==> src/rtl/ex_div_ctrl.sv <==
// Sequencing controller between the EX stage and a multi-cycle iterative divider.
// Holds the pipeline while a divide runs and returns HI/LO as a one-cycle response.
module ex_div_ctrl #(
  parameter int MAX_WAIT = 40
) (
  input  logic        clk,
  input  logic        rst,
  input  logic        req_valid,
  input  logic        req_signed,
  input  logic [31:0] req_dividend,
  input  logic [31:0] req_divisor,
  input  logic        flush,
  output logic        stall,
  output logic        resp_valid,
  output logic [31:0] resp_hi,
  output logic [31:0] resp_lo,
  output logic        resp_div0,
  output logic        err,
  output logic [1:0]  div_op,
  output logic [31:0] div_dividend,
  output logic [31:0] div_divisor,
  input  logic        div_done,
  input  logic [63:0] div_result
);

  localparam logic [5:0] WD_LIMIT = 6'(MAX_WAIT);

  typedef enum logic [2:0] {
    S_IDLE,
    S_ISSUE,
    S_WAIT,
    S_DONE,
    S_DRAIN
  } state_t;

  state_t      state_reg, state_next;
  logic [31:0] dividend_reg, divisor_reg;
  logic [31:0] hi_reg, lo_reg;
  logic        signed_reg;
  logic        div0_reg;
  logic [5:0]  wd_cnt_reg;
  logic        accept;
  logic        capture;
  logic        wd_fire;
  logic        busy_state;

  assign busy_state = (state_reg == S_WAIT) || (state_reg == S_DRAIN);

  always_comb begin
    state_next = state_reg;
    stall      = 1'b0;
    resp_valid = 1'b0;
    err        = 1'b0;
    div_op     = 2'b00;
    accept     = 1'b0;
    capture    = 1'b0;
    // The divider cannot be aborted, so a missing done is the only way out of WAIT/DRAIN.
    wd_fire    = busy_state && !div_done && (wd_cnt_reg == WD_LIMIT);

    case (state_reg)
      S_IDLE: begin
        if (req_valid && !flush) begin
          accept     = 1'b1;
          stall      = 1'b1;
          state_next = S_ISSUE;
        end
      end
      S_ISSUE: begin
        // div_done is still high from the previous idle period and is ignored here.
        stall      = 1'b1;
        div_op     = signed_reg ? 2'b10 : 2'b01;
        state_next = flush ? S_DRAIN : S_WAIT;
      end
      S_WAIT: begin
        stall = 1'b1;
        if (wd_fire) begin
          err        = 1'b1;
          state_next = S_IDLE;
        end else if (div_done) begin
          capture    = 1'b1;
          state_next = S_DONE;
        end else if (flush) begin
          state_next = S_DRAIN;
        end
      end
      S_DONE: begin
        resp_valid = !flush;
        state_next = S_IDLE;
      end
      S_DRAIN: begin
        stall = req_valid;
        if (wd_fire) begin
          err        = 1'b1;
          state_next = S_IDLE;
        end else if (div_done) begin
          state_next = S_IDLE;
        end
      end
      default: begin
        state_next = S_IDLE;
      end
    endcase
  end

  always_ff @(posedge clk) begin
    if (!rst) begin
      state_reg    <= S_IDLE;
      dividend_reg <= 32'd0;
      divisor_reg  <= 32'd0;
      signed_reg   <= 1'b0;
      div0_reg     <= 1'b0;
      hi_reg       <= 32'd0;
      lo_reg       <= 32'd0;
      wd_cnt_reg   <= 6'd0;
    end else begin
      state_reg <= state_next;
      if (accept) begin
        dividend_reg <= req_dividend;
        divisor_reg  <= req_divisor;
        signed_reg   <= req_signed;
        div0_reg     <= (req_divisor == 32'd0);
        wd_cnt_reg   <= 6'd0;
      end else if (busy_state) begin
        wd_cnt_reg <= wd_cnt_reg + 6'd1;
      end
      if (capture) begin
        hi_reg <= div_result[63:32];
        lo_reg <= div_result[31:0];
      end
    end
  end

  assign resp_hi      = hi_reg;
  assign resp_lo      = lo_reg;
  assign resp_div0    = div0_reg;
  assign div_dividend = dividend_reg;
  assign div_divisor  = divisor_reg;

endmodule

==> config.mk <==
export PLATFORM = sky130hd
export DESIGN_NAME = ex_div_ctrl
export DESIGN_NICKNAME = d
export VERILOG_FILES = /design/src/rtl/ex_div_ctrl.sv
export SDC_FILE = /design/constraint.sdc
export NUM_CORES = 1
export LEC_CHECK = 0
export CAP_MARGIN = 30
export CORE_AREA = 5 5 123 125
export DETAILED_ROUTE_END_ITERATION = 8
export DIE_AREA = 0 0 128 130
export GPL_ROUTABILITY_DRIVEN = 1
export PLACE_DENSITY = 0.79
export SLEW_MARGIN = 20
export SYNTH_ARGS = -nofsm -noshare
export SYNTH_HDL_FRONTEND = slang
export SYNTH_SLANG_ARGS = --single-unit
==> constraint.sdc <==
create_clock -name clk -period 4.61 [get_ports clk]
set_input_delay 0.922 -clock clk [delete_from_list [all_inputs] [get_ports clk]]
set_output_delay 0.922 -clock clk [all_outputs]
set_load 0.05 [all_outputs]
Yosys cells after proc, flatten, opt, wreduce, memory -nomap -nowiden
Cells that the tools add are included.
{"block": "word_totals", "n_memories": 0, "ram_bits": 0, "in_bits": 134, "latch_bits": 0, "word_cells": 49, "romBits": 0, "out_inout_bits": 134, "register_bits": 139}
{"block": "classes", "magnitude_cmp": 0, "n_div": 0, "n_reduce_logical": 12, "mux": 19, "n_addsub": 1, "shifts": 0, "multipliers": 0, "eq_ne": 8, "bitwise": 1}
{"op": "logical NOT 32 bit", "n": 1}
{"op": "2-to-1 mux 3 bit", "n": 7}
{"op": "one-hot mux 3 bit (4 select lines)", "n": 1}
{"op": "2-to-1 mux 1 bit", "n": 8}
{"op": "adder 6 x 1 -> 6 bit, second input constant", "n": 1}
{"op": "equality test 3 x 2 -> 1 bit, second input constant", "n": 2}
{"op": "equality test 6 bit, second input constant", "n": 1}
{"op": "OR reduction 2 bit", "n": 3}
{"op": "2-to-1 mux 2 bit", "n": 2}
{"op": "inequality test 4 bit, second input constant", "n": 1}
{"op": "equality test 3 x 1 -> 1 bit, second input constant", "n": 1}
{"op": "equality test 3 bit, second input constant", "n": 1}
{"op": "logical AND 1 bit", "n": 3}
{"op": "logical NOT 3 bit", "n": 1}
{"op": "inequality test 3 bit, second input constant", "n": 1}
{"op": "one-hot mux 1 bit (3 select lines)", "n": 1}
{"op": "AND reduction 3 bit", "n": 1}
{"op": "logical NOT 1 bit", "n": 2}
{"op": "inequality test 2 bit, second input constant", "n": 1}
{"op": "logical OR 1 bit", "n": 1}
{"op": "NOT 1 bit", "n": 1}

Logic depth before layout (Yosys ltp)
{"block": "depth", "depth_word": 6, "ltp_mapped": 7, "ltp_nobuf": 6}

Worst setup path before layout
No wires, ideal clock.
{"block": "synth_path", "path_kind": "input -> output", "from": "in div_done", "to": "out err", "setup_slack_ns": 1.329, "n_path_buf": 0, "t_required_ns": 3.688, "path_stages": 3, "arrival_ns": 2.359, "path_cell_list": "nor4bb_1 nand3b_1 nor3_1"}
{"block": "synth_between", "elab_chain_cells": 5}
{"element": "start, declared", "line_no": "22", "source": "input logic div_done,"}
{"element": "logical NOT 1 bit", "line_no": "58", "source": "wd_fire = busy_state && !div_done && (wd_cnt_reg == WD_LIMIT);"}
{"element": "logical AND 1 bit (2 in series)", "line_no": "58"}
{"element": "2-to-1 mux 1 bit", "line_no": "76, 92"}
{"element": "2-to-1 mux 1 bit"}
{"element": "end, declared", "line_no": "18", "source": "output logic err,"}
Every way passes these cells.

Worst setup path in the final report
Ends and elaborated chain as after synthesis.

==> results_dict.tcl <==
set metrics [dict create \
    grt-ovfl-total 0 \
    crit_chain "clkdlybuf4s50_1 -> nor4bb_1 -> nand3b_1 -> nor3_1 -> clkdlybuf4s50_1" \
    diodes 0 \
    cts_buffers 17 \
    die_h_um 130 \
    synth_top_area_cell "dfxtp_1" \
    path_class "input pin to output port" \
    cpPeakStageDelay_ns 0.84 \
    final.period_utilization 0.819 \
    slowest_stage "clkdlybuf4s50_1" \
    synth_top_cell_area_share 0.513 \
    initial_core_util 0.394 \
    crit_required_ns 3.69 \
    io_buffers 267 \
    tns_ns 0 \
    wl_um 16100 \
    utilization 0.636 \
    power.density_mw_per_mm2 362 \
    leakage_nw 3.02 \
    syn_nets 781 \
    cts.clk_slew.worst_paths_ns 0.05 \
    arrival_ns 2.85 \
    die_area_mm2 0.0166 \
    drive_gt1_frac 0.0443 \
    synth_edf_count 0 \
    clock.fmax_ghz 0.265 \
    drc 0 \
    worst_slew_pin_slew_ns 0.823 \
    ys_seq_area_frac 0.513 \
    peakVddDrop_v 0.000225 \
    area_delta_synth_final_pct 61.5 \
    cts-hold-fix-buffers 0 \
    slew_headroom 0.451 \
    synth_top_flop_cell "dfxtp_1" \
    clock_skew_ns 0.00388 \
    synthTopCellsByArea "dfxtp_1 (51%), nand2_1 (18%), a21boi_0 (13%), a21boi_1 (5.0%), clkbuf_1 (1.4%)" \
    syn_area_mm2 0.00542 \
    firstDrtPassIters 6 \
    layout_min_cycle_time_ns 3.77 \
    via_per_inst 4.71 \
    drtIter0Drc 266 \
    clockBufferDepth 2 \
    gp_congestion 0.811 \
    startpoint_type "input pin" \
    drt-wirelength-per-cell_um 14.9 \
    critPathCaptureType "output port" \
    p_total_mw 3.17 \
    clock_sinks 139 \
    htree_levels 4 \
    ys_seq_elements 139 \
    core_mm2 0.0138 \
    grt_pass1_wl_um 25100 \
    cts-root-buf "clkbuf_16" \
    clkLatencyLatePin_ns 0.41 \
    async_flop_share 0 \
    die_w_um 128 \
    post-synth-top-count-cell "nand2_1" \
    setup_ws_ns 0.837 \
    cp_common_cell "clkdlybuf4s50_1" \
    path_max_fanout 6 \
    hold_path.class "flop to flop" \
    cts_tree "done" \
    cts_setup_buffers 0 \
    hold_viol 0 \
    antenna_found_initial 0 \
    dr_total_vias 5095 \
    yosysWarningCount 0 \
    setup_viol 0 \
    grt_usage 0.190 \
    dpl_worst_slack_ns 0.836 \
    yosysUniqueCellTypes 34 \
    drv_cap 0 \
    netlist_instances 645 \
    grt_max_degree 67 \
    synth_area_per_cell_um2 8.41 \
    dp_hpwl_um 11400 \
    row_count 43 \
    antenna_left 0 \
    cts.repair.resized 0 \
    ios 268 \
    rsz0062_at_grt "false" \
    report.final.slew_viol_count 0 \
    grt_pass1_vias 4964 \
    fin_nets 1026 \
    synth_top_cells_by_count "nand2_1 (262), dfxtp_1 (139), a21boi_0 (94)" \
    status "finished, final reports clean" \
]
## cell type report
cell class / instances / area (um2)
Timing Repair Buffer: 273 / 2710
Sequential cell: 139 / 2780
Multi-Input combinational cell: 455 / 2380
Inverter: 4 / 15.0
Fill cell: 1186 / 5020
Clock inverter: 9 / 160
Clock buffer: 22 / 484
Tap cell: 180 / 225
## power by group
part / switching (mW) / internal, mW / leakage, nW / total (mW)
logic: 0.243 / 0.201 / 1.59 / 0.444
clock network: 0.498 / 0.963 / 0.305 / 1.46
registers: 0.0214 / 1.24 / 1.13 / 1.26
## layout by cell type (no fill, tap or decap), types with 3 or more instances in the layout
| master | Yosys | layout |
|---|---|---|
| a21boi_1 | 36 | 36 |
| dfxtp_1 | 139 | 139 |
| clkbuf_8 | 0 | 4 |
| xnor2_1 | 6 | 6 |
| a21oi_1 | 5 | 5 |
| buf_4 | 8 | 6 |
| nand2_1 | 262 | 262 |
| nand3_1 | 4 | 4 |
| inv_1 | 4 | 4 |
| clkdlybuf4s50_1 | 0 | 266 |
| clkinvlp_4 | 0 | 3 |
| a21boi_0 | 94 | 94 |
| nor4_1 | 7 | 7 |
| clkbuf_16 | 0 | 17 |
| nor3_1 | 7 | 7 |
| nor2_1 | 9 | 9 |
| bufinv_16 | 0 | 4 |
## worst max-delay path, delay by kind of cell
family                 cells  cell delay [ns]
AND/OR/NAND/NOR            3             0.60
buffers and inverters      2             1.33
## cells by family (layout without fill, tap and decap cells)
logic type                 count (synthesis)  in the layout  share of synthesized area
AOI/OAI and AO/OA                        140            140                      0.191
xor gates and xnor gates                   6              6                    0.00969
adders and majority gates                  2              2                    0.00461
buffers and inverters                     51            308                     0.0505
DFF                                      139            139                      0.513
and+or+nand+nor                          307            307                      0.231
## final timing paths
path	from	endpoint	slack (ns)	cells past startpoint
max	div_done	err	0.84	5
min	div_dividend[22]$_SDFFE_PN0P_	div_dividend[22]$_SDFFE_PN0P_	0.45	2
max reg2reg	state_reg[1]$_SDFFE_PN0P_	resp_lo[4]$_SDFFE_PN0P_	2.26	5
min reg2reg	div_dividend[22]$_SDFFE_PN0P_	div_dividend[22]$_SDFFE_PN0P_	0.45	2
## routing by layer
metal	routed length [um]	global-route usage	vias up
li1	-	-	2592
met1	6500	0.219	2281
met2	7570	0.319	203
met3	1810	0.0823	19
met4	229	0.0649	0
met5	0	0	-
## per-stage QoR
stage	cells	hold slack (ns)	area [um2]
2_1_floorplan	645	0.444	5420
3_3_place_gp	1051	0.440	8110
3_5_place_dp	1051	0.444	8110
4_1_cts	1082	0.452	8760
5_1_grt	1082	0.471	8760
6_report	1082	0.450	8760
Power figures use the tool's default switching activity.
